**src/rtl/serial_adder_if.sv**
```systemverilog
// Handshake bundle for serial_adder: operand side (in_*), result side (out_*)
// and a status flag. The master is the producer/consumer, the slave is the adder.
interface serial_adder_if #(
    parameter int WIDTH = 8
);
    logic             in_valid;
    logic             in_ready;
    logic [WIDTH-1:0] a;
    logic [WIDTH-1:0] b;
    logic             cin;
    logic             out_valid;
    logic             out_ready;
    logic [WIDTH-1:0] sum;
    logic             cout;
    logic             busy;

    modport master (
        output in_valid, a, b, cin, out_ready,
        input  in_ready, out_valid, sum, cout, busy
    );

    modport slave (
        input  in_valid, a, b, cin, out_ready,
        output in_ready, out_valid, sum, cout, busy
    );
endinterface

```
**src/rtl/serial_adder.sv**
```systemverilog
// Bit-serial LSB-first adder: one full_adder cell processes one bit pair per
// clock, with the carry kept in a flop between bits. Operands are accepted in
// IDLE, shifted for exactly WIDTH cycles, and the result is held in DONE until
// the consumer takes it.

// Single-bit full adder cell.
module full_adder (
    input  logic a,
    input  logic b,
    input  logic c,
    output logic sumf,
    output logic carryf
);
    assign sumf   = a ^ b ^ c;
    assign carryf = (a & b) | (c & (a ^ b));
endmodule

module serial_adder #(
    parameter int WIDTH = 8
) (
    input  logic          clk,
    input  logic          rst_n,
    serial_adder_if.slave bus
);
    localparam int CNT_W = $clog2(WIDTH + 1);
    localparam logic [CNT_W-1:0] LAST_BIT = CNT_W'(WIDTH - 1);

    typedef enum logic [1:0] {
        IDLE  = 2'd0,
        SHIFT = 2'd1,
        DONE  = 2'd2
    } state_t;

    state_t             r_state;
    state_t             w_state_next;
    logic [WIDTH-1:0]   r_a_sh;
    logic [WIDTH-1:0]   r_b_sh;
    logic [WIDTH-1:0]   r_sum_sh;
    logic [WIDTH-1:0]   r_sum;
    logic               r_cout;
    logic               r_carry;
    logic [CNT_W-1:0]   r_cnt;
    logic               w_sumf;
    logic               w_carryf;
    logic               w_last;
    logic               w_in_ready;
    logic               w_out_valid;
    logic               w_busy;
    logic [WIDTH-1:0]   w_sum_next;

    full_adder u_fa (
        .a      (r_a_sh[0]),
        .b      (r_b_sh[0]),
        .c      (r_carry),
        .sumf   (w_sumf),
        .carryf (w_carryf)
    );

    assign w_last = (r_cnt == LAST_BIT);

    // Partial sum after inserting the current bit at the MSB (works for WIDTH = 1 too).
    always_comb begin
        w_sum_next            = r_sum_sh >> 1;
        w_sum_next[WIDTH-1]   = w_sumf;
    end

    // State register.
    // NOTE: sequential state uses non-blocking assignments so every flop samples pre-edge values.
    always_ff @(posedge clk or negedge rst_n) begin
        if (!rst_n) r_state <= IDLE;
        else        r_state <= w_state_next;
    end

    // Next-state decode.
    // NOTE: default assignment first so no path leaves w_state_next unassigned (no latch).
    always_comb begin
        w_state_next = r_state;
        case (r_state)
            IDLE:    if (bus.in_valid)  w_state_next = SHIFT;
            SHIFT:   if (w_last)        w_state_next = DONE;
            DONE:    if (bus.out_ready) w_state_next = IDLE;
            default:                    w_state_next = IDLE;
        endcase
    end

    // Handshake/status outputs decoded from state only (no input-to-output paths).
    always_comb begin
        w_in_ready  = 1'b0;
        w_out_valid = 1'b0;
        w_busy      = 1'b0;
        case (r_state)
            IDLE:    w_in_ready  = 1'b1;
            SHIFT:   w_busy      = 1'b1;
            DONE: begin
                w_out_valid = 1'b1;
                w_busy      = 1'b1;
            end
            default: w_in_ready  = 1'b1;
        endcase
    end

    // Datapath: operand load, per-bit shift, and result capture on the last bit.
    always_ff @(posedge clk or negedge rst_n) begin
        if (!rst_n) begin
            r_a_sh   <= '0;
            r_b_sh   <= '0;
            r_sum_sh <= '0;
            r_sum    <= '0;
            r_cout   <= 1'b0;
            r_carry  <= 1'b0;
            r_cnt    <= '0;
        end else begin
            case (r_state)
                IDLE: begin
                    if (bus.in_valid) begin
                        r_a_sh  <= bus.a;
                        r_b_sh  <= bus.b;
                        r_carry <= bus.cin;
                        r_cnt   <= '0;
                    end
                end
                SHIFT: begin
                    r_a_sh   <= r_a_sh >> 1;
                    r_b_sh   <= r_b_sh >> 1;
                    r_sum_sh <= w_sum_next;
                    r_carry  <= w_carryf;
                    r_cnt    <= r_cnt + CNT_W'(1);
                    if (w_last) begin
                        r_sum  <= w_sum_next;
                        r_cout <= w_carryf;
                    end
                end
                default: ;
            endcase
        end
    end

    assign bus.in_ready  = w_in_ready;
    assign bus.out_valid = w_out_valid;
    assign bus.busy      = w_busy;
    assign bus.sum       = r_sum;
    assign bus.cout      = r_cout;
endmodule

```
**src/flat_wrapper.sv**
```systemverilog
// flat-port wrapper written by rule: the top's interface ports become plain ports
module serial_adder_flat 
#(
    parameter int WIDTH = 8
)
  (clk, rst_n, bus_in_valid, bus_a, bus_b, bus_cin, bus_out_ready, bus_in_ready, bus_out_valid, bus_sum, bus_cout, bus_busy);
  serial_adder_if #(.WIDTH(WIDTH)) bus_i ();
  input  logic clk;
  input  logic rst_n;
  input wire logic [$bits(bus_i.in_valid)-1:0] bus_in_valid;
  input wire logic [$bits(bus_i.a)-1:0] bus_a;
  input wire logic [$bits(bus_i.b)-1:0] bus_b;
  input wire logic [$bits(bus_i.cin)-1:0] bus_cin;
  input wire logic [$bits(bus_i.out_ready)-1:0] bus_out_ready;
  output wire logic [$bits(bus_i.in_ready)-1:0] bus_in_ready;
  output wire logic [$bits(bus_i.out_valid)-1:0] bus_out_valid;
  output wire logic [$bits(bus_i.sum)-1:0] bus_sum;
  output wire logic [$bits(bus_i.cout)-1:0] bus_cout;
  output wire logic [$bits(bus_i.busy)-1:0] bus_busy;
  assign bus_i.in_valid = bus_in_valid;
  assign bus_i.a = bus_a;
  assign bus_i.b = bus_b;
  assign bus_i.cin = bus_cin;
  assign bus_i.out_ready = bus_out_ready;
  assign bus_in_ready = bus_i.in_ready;
  assign bus_out_valid = bus_i.out_valid;
  assign bus_sum = bus_i.sum;
  assign bus_cout = bus_i.cout;
  assign bus_busy = bus_i.busy;
  serial_adder #(.WIDTH(WIDTH)) u_core (.clk(clk), .rst_n(rst_n), .bus(bus_i));
endmodule
```
**config.mk**
```make
export PLATFORM = sky130hd
export DESIGN_NAME = serial_adder_flat
export DESIGN_NICKNAME = d
export VERILOG_FILES = /design/src/rtl/serial_adder_if.sv /design/src/rtl/serial_adder.sv /design/src/flat_wrapper.sv
export SDC_FILE = /design/constraint.sdc
export NUM_CORES = 1
export LEC_CHECK = 0
export ABC_AREA = 1
export CELL_PAD_IN_SITES_DETAIL_PLACEMENT = 2
export CELL_PAD_IN_SITES_GLOBAL_PLACEMENT = 2
export CORE_UTILIZATION = 29
export CTS_CLUSTER_DIAMETER = 120
export DETAILED_ROUTE_END_ITERATION = 10
export HOLD_SLACK_MARGIN = 0.15
export PLACE_DENSITY = 0.72
export SYNTH_ARGS = -nofsm -noshare
export SYNTH_HDL_FRONTEND = slang
export SYNTH_SLANG_ARGS = --single-unit
```
**constraint.sdc**
```tcl
create_clock -name clk -period 1.3 [get_ports clk]
set_input_delay 0.195 -clock clk [delete_from_list [all_inputs] [get_ports clk]]
set_output_delay 0.195 -clock clk [all_outputs]
set_load 0.01 [all_outputs]
```
# Yosys cells after proc, flatten, opt, wreduce, memory -nomap -nowiden
# Index checks and enable logic that the tools add are counted.
word_totals:
  elab_cells: 41
  reg_bits: 40
  output_inout_bits: 12
  inputBits: 21
classes:
  n_reduce_logical: 6
  mux: 15
  n_addsub: 1
  n_eq_ne: 6
  bitwise_logic: 5
op_table:
  columns: ["op", "n"]
  rows:
  - ["8-bit one-hot mux with 2 select lines", 2]
  - ["8-bit two-way mux", 2]
  - ["4-bit one-hot mux with 2 select lines", 1]
  - ["2-bit two-way mux", 3]
  - ["2-bit one-hot mux with 3 select lines", 1]
  - ["4-bit by 1-bit adder with 4-bit output, second input constant", 1]
  - ["4-bit by 3-bit equality test with 1-bit output, second input constant", 1]
  - ["1-bit two-way mux", 4]
  - ["4-bit two-way mux", 1]
  - ["2-bit inequality test, second input constant", 2]
  - ["2-bit AND reduction", 2]
  - ["3-bit AND reduction", 1]
  - ["1-bit AND", 2]
  - ["2-bit by 1-bit equality test with 1-bit output, second input constant", 1]
  - ["2-bit equality test, second input constant", 1]
  - ["2-bit zero test", 1]
  - ["2-bit by 1-bit inequality test with 1-bit output, second input constant", 1]
  - ["1-bit one-hot mux with 2 select lines", 1]
  - ["2-bit nonzero test", 1]
  - ["2-bit OR reduction", 1]
  - ["1-bit bitwise XOR", 2]
  - ["1-bit OR", 1]

# Depth between registers and ports, before layout
depth:
  word_depth: 4
  mapped_depth: 9
  depth_no_buf: 8

# By module
# From an unflattened synthesis, not the netlist that was laid out.
unflattened:
  cells_unflattened: 203
  hier_area_um2: 1896.8
modules_own_cells:
  columns: ["mod", "seq_area_each_um2", "cells_each", "area_each_um2", "n_inst"]
  rows:
  - ["serial_adder", 975.9, 202, 1876.8, 1]
  - ["full_adder", 0.0, 1, 20.0, 1]

# Worst setup path before layout
# OpenSTA, ideal clock, no wires.
synth_path:
  kind: "register to register"
  start: "register u_core.r_state[1]"
  end: "register u_core.r_b_sh[0]"
  path_slack_ns: 0.002
  path_buffers: 2
  setup_time_ns: 0.122
  synth_period_minus_slack_ns: 1.298
  path_stages_with_launch: 8
  t_required_ns: 1.178
  t_arrival_ns: 1.176
  path_cell_list: "dfrtp_1 > inv_1 > ha_1 > buf_6 > buf_6 > or2_1 > o211ai_2 > nand2_1"
synth_between:
  elab_chain_len: 3
  elab_cells_between_ends: 6
  classes_between: "2 x eq/ne; 1 x mux; 3 x reduce/logical"
synth_lines:
  columns: ["item", "line", "source"]
  rows:
  - ["start, declared", "serial_adder.sv:34", "state_t r_state;"]
  - ["start signal, assigned", "serial_adder.sv:71", "else r_state <= w_state_next;"]
  - ["2-bit by 1-bit equality test with 1-bit output or 2-bit zero test (tied branches)", "serial_adder.sv:113", "case (r_state)"]
  - ["2-bit nonzero test (no line) or 2-bit inequality test (tied branches)", null, null]
  - ["2-bit AND reduction (no line)", null, null]
  - ["end signal, assigned", "serial_adder.sv:117", "r_b_sh <= bus.b;"]
  - ["end signal, assigned", "serial_adder.sv:124", "r_b_sh <= r_b_sh >> 1;"]
  - ["end, declared", "serial_adder.sv:37", "logic [WIDTH-1:0] r_b_sh;"]
# Parallel ways exist; a longest one is shown, timed or not.
# A chain may end at the register's enable or synchronous reset.

# Final worst setup path
layout_path:
  start: "register u_core.r_state[0]"
  end: "register u_core.r_b_sh[0]"
# The elaborated chain is that of the path after synthesis.

==> impl_results.html <==
<table>
<tr><th>Metric</th><th>Value</th></tr>
<tr><th colspan="2">Synthesis</th></tr>
<tr><td>Unique masters post-synth</td><td>24</td></tr>
<tr><td>Sequential share of the synthesized area</td><td>0.496</td></tr>
<tr><td>Synth Net Count</td><td>230</td></tr>
<tr><td>Mapped Cells</td><td>204</td></tr>
<tr><td>Avg Inst Size Synth</td><td>9.64 um^2</td></tr>
<tr><td>Summed instance area of the synthesized netlist</td><td>0.00197 mm^2</td></tr>
<tr><td>Warnings, synthesis</td><td>0</td></tr>
<tr><td>Synth Register Bits</td><td>39</td></tr>
<tr><th colspan="2">Timing</th></tr>
<tr><td>Number of setup violations in the final report</td><td>34</td></tr>
<tr><td>Share of the cycle needed by the critical path after routing</td><td>1.13</td></tr>
<tr><td>Final hold slack</td><td>352 ps</td></tr>
<tr><td>Final setup margin</td><td>-168 ps</td></tr>
<tr><td>Final Critical Period</td><td>1470 ps</td></tr>
<tr><td>Pin slew with the least headroom to its limit</td><td>390 ps</td></tr>
<tr><td>Worst relative slew slack</td><td>0.740</td></tr>
<tr><td>Unrepaired setup endpoints after global routing</td><td>yes</td></tr>
<tr><td>Setup clock skew after layout</td><td>7.76 ps</td></tr>
<tr><td>Final hold vios</td><td>0</td></tr>
<tr><td>Max frequency</td><td>681 MHz</td></tr>
<tr><td>Number of slew-limit violations in the final report</td><td>0</td></tr>
<tr><td>Sum of negative setup slack</td><td>-3740 ps</td></tr>
<tr><th colspan="2">Final layout</th></tr>
<tr><td>Fill cell total of the finished layout</td><td>696</td></tr>
<tr><td>Non-Filler Cell Area, Final</td><td>0.00281 mm^2</td></tr>
<tr><td>Multi-input combinational cell area</td><td>940 um^2</td></tr>
<tr><td>Fin cells</td><td>338</td></tr>
<tr><td>Diodes inserted</td><td>0</td></tr>
<tr><td>Layout overhead on the synthesized area</td><td>43.2%</td></tr>
<tr><td>Fraction of layout instances using a drive strength above 1</td><td>0.291</td></tr>
<tr><td>Storage element area</td><td>976 um^2</td></tr>
<tr><td>Net total in the final layout</td><td>286</td></tr>
<tr><th colspan="2">Critical path</th></tr>
<tr><td>Worst-path cell with the longest stage delay</td><td>sky130_fd_sc_hd__dfrtp_1</td></tr>
<tr><td>Category of cells accounting for the largest share of critical-path delay</td><td>buffers and inverters</td></tr>
<tr><td>Crit path buffers/inverters</td><td>3</td></tr>
<tr><td>Required time of the critical path</td><td>1470 ps</td></tr>
<tr><td>Class of the most critical setup path</td><td>register to register</td></tr>
<tr><td>Max incr delay on CP</td><td>390 ps</td></tr>
<tr><td>Largest fanout on the critical path</td><td>7</td></tr>
<tr><td>Critical-path cell list</td><td>buf_6, ha_4, buf_12, nand2_8, nand2_8, buf_6, o211ai_2, nand2_1</td></tr>
<tr><td>Startpoint type of the worst setup path</td><td>register</td></tr>
<tr><td>Data arrival time of the worst path</td><td>1640 ps</td></tr>
<tr><td>Kind of capture point of the worst setup path</td><td>register</td></tr>
<tr><th colspan="2">Drt</th></tr>
<tr><td>Aggregate routed wire length</td><td>5050 um</td></tr>
<tr><td>Starting DRT DRC Count</td><td>32</td></tr>
<tr><td>Routed wirelength normalized by instance count</td><td>14.9 um</td></tr>
<tr><td>Via count</td><td>1589</td></tr>
<tr><td>Number of remaining DRC errors</td><td>4</td></tr>
<tr><td>Vias per cell</td><td>4.70</td></tr>
<tr><td>Number of nets with antenna violations after detailed routing</td><td>0</td></tr>
<tr><td>First drt pass iteration count</td><td>9</td></tr>
<tr><th colspan="2">Placed design</th></tr>
<tr><td>Placed Instances</td><td>320</td></tr>
<tr><td>Placed inst area</td><td>0.00245 mm^2</td></tr>
<tr><td>Placer's final routability congestion estimate</td><td>0.684</td></tr>
<tr><td>Quantity of I/O buffers inserted on ports</td><td>32</td></tr>
<tr><td>Post-DP HPWL</td><td>3190 um</td></tr>
<tr><th colspan="2">Clock tree</th></tr>
<tr><td>Register clock-pin slew on the reported worst setup and hold paths</td><td>80 ps</td></tr>
<tr><td>Clock latency on the worst-skew pair</td><td>290 ps</td></tr>
<tr><td>Clock tree from TritonCTS</td><td>built</td></tr>
<tr><td>Depth of the CTS H-tree</td><td>2</td></tr>
<tr><td>Clock sink total</td><td>39</td></tr>
<tr><td>Maximum buffer depth of the clock tree</td><td>2</td></tr>
<tr><td>Root buffer selected by CTS</td><td>sky130_fd_sc_hd__clkbuf_8</td></tr>
<tr><td>Number of buffers created by CTS</td><td>5</td></tr>
<tr><th colspan="2">Power</th></tr>
<tr><td>Clock share of power</td><td>0.158</td></tr>
<tr><td>Worst IR Drop VDD</td><td>0.000992 V</td></tr>
<tr><td>Internal Power</td><td>0.00404 W</td></tr>
<tr><td>Power consumption</td><td>0.00673 W</td></tr>
<tr><td>Switch Pwr</td><td>0.00269 W</td></tr>
<tr><td>Register share of total power</td><td>0.304</td></tr>
<tr><td>Switching part of the total power</td><td>0.399</td></tr>
<tr><td>Power share of the combinational group</td><td>0.537</td></tr>
<tr><td>Reported leakage power</td><td>1.36 nW</td></tr>
<tr><td>Cell area power density</td><td>2390 mW/mm^2</td></tr>
<tr><th colspan="2">Floorplan</th></tr>
<tr><td>Floorplan die area</td><td>0.00711 mm^2</td></tr>
<tr><td>Die span in y</td><td>84.3 um</td></tr>
<tr><td>Starting Density</td><td>0.304</td></tr>
<tr><td>Floorplan core area</td><td>0.00646 mm^2</td></tr>
<tr><td>Count of pins on the block boundary</td><td>33</td></tr>
<tr><td>Std-Cell Rows</td><td>29</td></tr>
<tr><td>Die Width</td><td>84.3 um</td></tr>
<tr><th colspan="2">Global route</th></tr>
<tr><td>Total GRT Usage</td><td>0.155</td></tr>
<tr><td>Total grt overflow</td><td>0</td></tr>
<tr><td>Pin count of the biggest net entering global routing</td><td>27</td></tr>
<tr><td>First-pass GRT wire length</td><td>8540 um</td></tr>
<tr><td>Antenna violations before repair</td><td>0</td></tr>
<tr><td>Via count of the first global-routing pass</td><td>1724</td></tr>
<tr><th colspan="2">Min path</th></tr>
<tr><td>Classification of the worst-slack hold path</td><td>input port to asynchronous set/reset pin</td></tr>
<tr><th colspan="2">Run</th></tr>
<tr><td>Number of max-capacitance violations reported</td><td>0</td></tr>
<tr><th colspan="2">Status</th></tr>
<tr><td>Run status</td><td>finished with violations</td></tr>
<tr><td>Failing checks</td><td>design-rule violations, negative setup slack</td></tr>
</table>
logic make-up (layout without fill, tap and decap cells):
group                    count (synthesis)  in the layout  share of synthesized area
AO/OA/AOI/OAI                           36             36                      0.150
buffers and inverters                   30             84                     0.0974
adder cells (fa/ha/maj)                  5              5                     0.0356
flip-flops                              39             39                      0.497
AND/OR/NAND/NOR                         94             97                      0.221
timing repair:
item,CTS,global route
hold buffers,1,0
gates resized for setup,45,10
hold endpoints to repair,13,0
gates cloned,4,1
endpoints found under the setup margin,44,35
pin swaps,25,17
setup buffers,4,0
worst paths after layout:
path | startpoint | end | slack, ps | depth (start not counted)
setup / recovery | u_core.r_state[0]$_DFFE_PN0P_ | u_core.r_b_sh[0]$_DFFE_PN0P_ | -170 | 8
hold / removal | rst_n | u_core.r_state[1]$_DFFE_PN0P_ | 350 | 2
setup reg to reg | u_core.r_state[0]$_DFFE_PN0P_ | u_core.r_b_sh[0]$_DFFE_PN0P_ | -170 | 8
hold reg to reg | u_core.bus.sum[2]$_DFFE_PN0P_ | u_core.bus.sum[2]$_DFFE_PN0P_ | 480 | 2
max in group asynchronous | rst_n | u_core.r_b_sh[2]$_DFFE_PN0P_ | 470 | 3
min in group clk | bus_a[7] | u_core.r_a_sh[7]$_DFFE_PN0P_ | 480 | 3
worst reg2reg max path, stage by stage, from the launching register on:
cell and delay, ps:
sky130_fd_sc_hd__dfrtp_1 390, sky130_fd_sc_hd__buf_6 130, sky130_fd_sc_hd__ha_4 190, sky130_fd_sc_hd__buf_12 160
sky130_fd_sc_hd__nand2_8 80, sky130_fd_sc_hd__nand2_8 110, sky130_fd_sc_hd__buf_6 170, sky130_fd_sc_hd__o211ai_2 60
sky130_fd_sc_hd__nand2_1 80
power by group through the flow:
stage / registers, W / clock network [W] / logic, W
2_1_floorplan: 0.00204 / 0 / 0.00191
3_3_place_gp: 0.00205 / 0 / 0.00276
3_5_place_dp: 0.00207 / 0 / 0.00287
4_1_cts: 0.00204 / 0.00109 / 0.00351
5_1_grt: 0.00211 / 0.00115 / 0.00401
6_report: 0.00205 / 0.00107 / 0.00362
through the flow:
step           setup WS (ps)  utilization
3_3_place_gp            -170        0.380
6_report                -168        0.436
4_1_cts                 -154        0.430
5_1_grt                 -254        0.436
2_1_floorplan           2.06            -
3_5_place_dp            -246        0.380
placed cells by master, fill, tap and decap left out, drive strengths merged:
cell | synthesis | routed
dlygate4sd2 | 0 | 9
inv | 21 | 22
o21ai | 18 | 18
buf | 9 | 25
ha | 4 | 4
nor2 | 4 | 4
a21oi | 3 | 3
clkbuf | 0 | 6
bufinv | 0 | 1
o211ai | 15 | 15
dlygate4sd3 | 0 | 1
nand3 | 6 | 6
clkinv | 0 | 1
or2 | 13 | 13
clkdlybuf4s50 | 0 | 19
fa | 1 | 1
nand4 | 1 | 1
dfrtp | 39 | 39
nand2 | 70 | 73
synthesized netlist by cell type:
master	n	area share
sky130_fd_sc_hd__nand4_4	1	0.011
sky130_fd_sc_hd__nand3_1	6	0.015
sky130_fd_sc_hd__nand2_8	1	0.010
sky130_fd_sc_hd__a21oi_1	3	0.0076
sky130_fd_sc_hd__fa_1	1	0.010
sky130_fd_sc_hd__buf_12	1	0.010
sky130_fd_sc_hd__o21ai_0	8	0.020
sky130_fd_sc_hd__buf_6	6	0.034
sky130_fd_sc_hd__or2_2	5	0.016
sky130_fd_sc_hd__dfrtp_1	39	0.50
sky130_fd_sc_hd__o21ai_1	3	0.0076
sky130_fd_sc_hd__buf_8	1	0.0076
sky130_fd_sc_hd__inv_2	1	0.0019
sky130_fd_sc_hd__buf_2	1	0.0025
sky130_fd_sc_hd__or2_1	8	0.025
sky130_fd_sc_hd__o211ai_1	5	0.019
sky130_fd_sc_hd__ha_1	4	0.025
sky130_fd_sc_hd__o21ai_2	7	0.031
sky130_fd_sc_hd__o211ai_2	10	0.064
sky130_fd_sc_hd__inv_1	19	0.036
sky130_fd_sc_hd__nand2_4	1	0.0057
sky130_fd_sc_hd__nor2_1	4	0.0076
sky130_fd_sc_hd__inv_6	1	0.0045
sky130_fd_sc_hd__nand2_1	68	0.13
sequential cells by signal (all words and copies together), names as in the netlist:
| register | flops |
|---|---|
| u_core.bus.cout | 1 |
| u_core.r_a_sh | 8 |
| u_core.r_carry | 1 |
| u_core.bus.sum | 8 |
| u_core.r_state | 2 |
| u_core.r_sum_sh | 7 |
| u_core.r_cnt | 4 |
| u_core.r_b_sh | 8 |
area by class of cell:
type                            instances  area share
Clock buffer                            6      0.0293
Inverter                               21      0.0333
Timing Repair inverter                  1     0.00311
Timing Repair Buffer                   54       0.207
Sequential cell                        39       0.347
Tap cell                               77      0.0342
Clock inverter                          2      0.0124
Multi-Input combinational cell        138       0.334
per-layer routing:
layer,track usage,up-vias,share of wire
met1,0.190,785,0.45
li1,-,775,-
met5,0,-,0
met4,0.0231,0,0.0040
met2,0.282,27,0.52
met3,0.0354,2,0.028
(Power assumes the default switching activity.)
==> RTL edit 1: new RTL, same settings <==
Encoding of `state_t`: now one-hot (3 bits for 3 states).
--- a/src/rtl/serial_adder.sv
+++ b/src/rtl/serial_adder.sv
@@ -25,10 +25,10 @@
     localparam int CNT_W = $clog2(WIDTH + 1);
     localparam logic [CNT_W-1:0] LAST_BIT = CNT_W'(WIDTH - 1);
 
-    typedef enum logic [1:0] {
-        IDLE  = 2'd0,
-        SHIFT = 2'd1,
-        DONE  = 2'd2
+    typedef enum logic [2:0] {
+        IDLE  = 3'b001,
+        SHIFT = 3'b010,
+        DONE  = 3'b100
     } state_t;
 
     state_t             r_state;
Formal check against the unedited RTL: same outputs for any inputs over 10 cycles, from zero or initial values and one cycle with rst_n low; not proved beyond that.
==> RTL edit 1 against the unedited design <==
  * The run ends with setup timing left
  * Power is 8.6% lower
  * Synthesized area is 6.4% lower
  * Largest cell class unchanged
  * Wire length is 44% higher
  * Sequential cell count is 1 higher
  * Cell area is 3.0% higher
  * Worst setup slack worse by 0.044 ns
  * Highest routed layer unchanged
  * Clock power is 19% lower
  * Synthesized cell count is 14% higher
  * First-iteration DRC count is 120% higher
  * Sequential share of layout area is 0.097 points lower
==> RTL edit 1: results (changes against the unedited design) <==
Synth
  – Mapped Area: 1840 sq um (-6.4%)
  – Top post-synthesis cells by area: dfrtp_1 53%, nand2_1 25%, o21ai_0 4.6%
  – Synth Warn #: 0 (unchanged)
  – Synth cell count leaders: 125 x nand2_1, 39 x dfrtp_1, 17 x o21ai_0, 14 x inv_1, 7 x nand3_1
  – Mapped Nets: 255 (+11%)
  – Sequential-to-total area share from yosys stat: 54.5% (+4.8 points)
  – Synth unique cells: 21 (-13%)

Finish
  – Final #Nets: 318 (+11%)
  – Antenna diodes: 0 (unchanged)
  – Fill count: 659 (-5.3%)
  – Area Growth Syn to Fin: 57.4%
  – Layout cells sized above 1: 30.1% (+0.95 points)

Global routing
  – First-pass GRT wire length: 9340 microns (+9.4%)
  – GR Util All Layers: 19.1% (+3.6 points)
  – Largest net degree at the start of global routing: 41 (+52%)
  – Vias in the first global route: 1917 (+11%)

Pwr
  – Leakage: 0.00150 uW (+10%)
  – Sw power: 2540 uW (-5.5%)
  – Worst VDD drop: 1.07 mV (+8.3%)

Detailed routing
  – Total detailed-routing wirelength: 7280 microns (+44%)
  – Avg Vias per Cell: 4.82 (+2.6%)
  – DR iter-0 viols: 69 (+120%)
  – Router iterations before antenna repair: 6 (-3)

Worst setup path
  – Crit-path slowest cell: dfrtp_1
  – FF-to-FF Start: u_core.r_state[2]
  – Max incr delay on CP: 0.42 ns (+0.03 ns)
  – Crit Reg-Reg Endpoint: u_core.r_b_sh[1]

Clock network
  – CTS H-tree depth: 2 (unchanged)

STA
  – Final WS setup: -0.212 ns (-0.0439 ns)
  – Hold slack: 0.437 ns (+0.0852 ns)
  – Clock skew: 0.00637 ns (-0.00140 ns)
  – Slew margin rel.: 80.8% (+6.7 points)
  – Setup violations, final: 42 (+24%)
  – Post-route setup TNS: -5.86 ns (-2.12 ns)

Hold path
  – Worst hold path type: input pin to async pin

Run status
  – Failing checks: setup timing
  – Outcome: finished, violations left

Placed design
  – Post-detail-place hpwl: 3390 microns (+6.1%)
  – Port buffer count: 32 (unchanged)
## RTL edit 1: changes by cell type after synthesis, moves of 3 or more
cell	delta
o211ai_1	-5
nand2_1	+57
ha_1	-3
o21ai_2	-7
a21oi_1	-3
inv_1	-5
buf_6	-3
o211ai_2	-10
o21ai_1	-3
o21ai_0	+9
or2_2	-3
or2_1	-8
## RTL edit 1: what timing repair did
item	4_1_cts	5_1_grt
gates cloned	4	4
gates resized for setup	57	41
hold buffers	1	0
pin swaps	4	18
endpoints found under the hold margin	40	0
buffers inserted	6	3
setup endpoints to repair	46	42
## RTL edit 1: per-stage QoR
step	setup WS (ns)	cell area, sq um	cells
floorplan	-0.0132	1850	232
global placement	-0.244	2390	349
detailed placement	-0.288	2390	349
CTS	-0.180	2690	368
global route	-0.281	2900	371
finish	-0.212	2900	371
## RTL edit 1: final cells by class
type / instances / area, sq um / share of cell area, %
Clock buffer: 8 / 90.1 / 3.11
Inverter: 16 / 60.1 / 2.07
Multi-Input combinational cell: 167 / 875 / 30.2
Sequential cell: 40 / 1000 / 34.6
Tap cell: 75 / 93.8 / 3.24
Timing Repair Buffer: 65 / 777 / 26.8
## RTL edit 1: worst max path at each step
stage	start	to	slack [ns]	cells after the start
CTS	u_core.r_state[0]	bus_busy	-0.18	5
floorplan	u_core.r_state[0]	bus_busy	-0.01	7
global route	u_core.r_state[2]	u_core.r_carry	-0.28	8
detailed placement	u_core.r_state[0]	bus_in_ready	-0.29	4
finish	u_core.r_state[2]	u_core.r_b_sh[1]	-0.21	8
global placement	u_core.r_state[0]	bus_in_ready	-0.24	4
## RTL edit 1: critical path: cells and delay by family, from the launching register on
kind / cells / cell delay [ns]
buf+inv: 3 / 0.46
simple gates: 5 / 0.50
flops: 1 / 0.42
## RTL edit 1: kinds of logic after synthesis
group | count (synthesis) | synth area share, %
compound gates | 18 | 5.03
flops | 40 | 54.5
buf+inv | 25 | 6.93
simple gates | 147 | 31.8
fa+ha+maj | 2 | 1.77
## RTL edit 1: layer usage
layer / wire, microns / track usage (%) / vias up
li1: - / - / 832
met1: 3160 / 22.8 / 907
met2: 3830 / 34.9 / 39
met3: 188 / 3.33 / 11
met4: 108 / 5.61 / 0
met5: 0 / 0 / -
## RTL edit 1: power by group through the flow
stage | logic, uW | registers (uW) | clock network (uW)
after CTS | 2590 | 1940 | 882
after global placement | 1910 | 1920 | 0
final | 3250 | 2030 | 871
after floorplan | 1170 | 1890 | 0
after detailed placement | 2000 | 1940 | 0
after global routing | 3510 | 2070 | 937
==> RTL edit 2: new RTL, same settings <==
Made on the original files. `WIDTH` is set to 8 in 3 places; all go to 16.
--- a/src/rtl/serial_adder_if.sv
+++ b/src/rtl/serial_adder_if.sv
@@ -1,7 +1,7 @@
 // Handshake bundle for serial_adder: operand side (in_*), result side (out_*)
 // and a status flag. The master is the producer/consumer, the slave is the adder.
 interface serial_adder_if #(
-    parameter int WIDTH = 8
+    parameter int WIDTH = 16
 );
     logic             in_valid;
     logic             in_ready;
--- a/src/rtl/serial_adder.sv
+++ b/src/rtl/serial_adder.sv
@@ -16,7 +16,7 @@
 endmodule
 
 module serial_adder #(
-    parameter int WIDTH = 8
+    parameter int WIDTH = 16
 ) (
     input  logic          clk,
     input  logic          rst_n,
--- a/src/flat_wrapper.sv
+++ b/src/flat_wrapper.sv
@@ -1,7 +1,7 @@
 // flat-port wrapper written by rule: the top's interface ports become plain ports
 module serial_adder_flat 
 #(
-    parameter int WIDTH = 8
+    parameter int WIDTH = 16
 )
   (clk, rst_n, bus_in_valid, bus_a, bus_b, bus_cin, bus_out_ready, bus_in_ready, bus_out_valid, bus_sum, bus_cout, bus_busy);
   serial_adder_if #(.WIDTH(WIDTH)) bus_i ();
Interface: changed (resized bus_a, bus_b and bus_sum); port bits go from 33 to 57. The function was not compared with the original's and may differ.
==> RTL edit 2 against the unedited design <==
  * The run ends with setup timing left
  * Cell area rose by 87%
  * Die area is 64% higher
  * Power increased by 80%
  * Critical path depth stayed put
  * Wire length grew 120%
  * Sequential cell count up 33
  * Critical endpoint is now u_core.r_a_sh[6]
  * Synthesized area grew 66%
  * Global-route usage rose by 2.4 points
  * Worst setup slack got worse by 0.078 ns
  * Cell count grew 76%
==> RTL edit 2: results (changes against the unedited design) <==
Synth
  – Synth cell count leaders: 109 x nand2_1, 72 x dfrtp_1, 30 x o211ai_1, 27 x inv_1, 24 x o21ai_0
  – Synth unique cells: 22 (-8.3%)

Finish
  – Clkbuf count: 11 (+5)
  – Seq area share: 34.2% (-0.46 points)
  – Final #Nets: 492 (+72%)
  – Clock network area share: 3.75% (-0.42 points)
  – Buffers, non-clock: 109 (+100%)
  – Non-Clock Buffer Area Fraction: 25.6% (+5.0 points)
  – Layout cells sized above 1: 33.9% (+4.8 points)

Global routing
  – Largest net degree at the start of global routing: 33 (+22%)
  – GR met1 Demand/Resource: 21.2% (+2.1 points)

Detailed routing
  – Met3 Wirelength: 374 microns (+170%)
  – Router iterations before antenna repair: 4 (-5)
  – Total detailed-routing wirelength: 11200 microns (+120%)

Run status
  – Failing checks: setup timing
  – Outcome: finished, violations left

STA
  – Hold slack: 0.287 ns (-0.0645 ns)
  – Setup violations, final: 75 (+120%)
  – Post-route setup TNS: -11.79 ns (-8.05 ns)
  – Final WS setup: -0.246 ns (-0.0781 ns)

Placed design
  – DP Worst Slack: -0.265 ns (-0.0184 ns)
  – Dpl cells: 549 (+72%)
  – Post-detail-place hpwl: 5920 microns (+85%)

Pwr
  – Internal power: 7230 uW (+79%)
  – P per Cell Area: 2290 nW/um^2 (-4.1%)
  – Worst VDD drop: 0.839 mV (-15%)
  – Sw frac: 40.1% (+0.21 points)
  – Clock group: 1860 uW (+74%)

Worst setup path
  – CP Max Fanout: 18 (+11)
  – Worst path arrival time: 1.79 ns (+0.15 ns)

Clock network
  – Number of CTS-inserted buffers: 9 (+4)
  – CTS H-tree depth: 3 (+1)
-- RTL edit 2: changes by cell type in the layout (fill, tap and decap cells not counted), moves of 7 or more --
cell	unedited run	this run
o21ai_2	10	20
buf_12	6	13
clkdlybuf4s50_1	19	35
buf_4	7	17
o211ai_2	10	0
nand2_1	66	74
o211ai_1	5	30
o21ai_0	7	0
nand2_2	0	16
o21ai_1	1	14
nand2_4	2	20
or2_1	8	21
dfrtp_1	39	72
-- RTL edit 2: cell families (layout without fill, tap and decap cells) --
family | Yosys count | in the layout | synth area share, %
and+or+nand+nor | 149 | 149 | 20.1
DFF | 72 | 72 | 55.4
AOI/OAI and AO/OA | 71 | 71 | 13.3
buffers and inverters | 50 | 154 | 8.07
adders and majority gates | 6 | 6 | 2.54
muxes | 2 | 2 | 0.692
-- RTL edit 2: repair_timing --
action                                  in CTS  in global routing
setup buffers                               12                 10
resized for setup                           78                122
endpoints found under the setup margin      89                 73
hold buffers                                 1                  0
endpoints found under the hold margin       72                  0
cloned                                       4                  5
pin swaps                                   65                 50
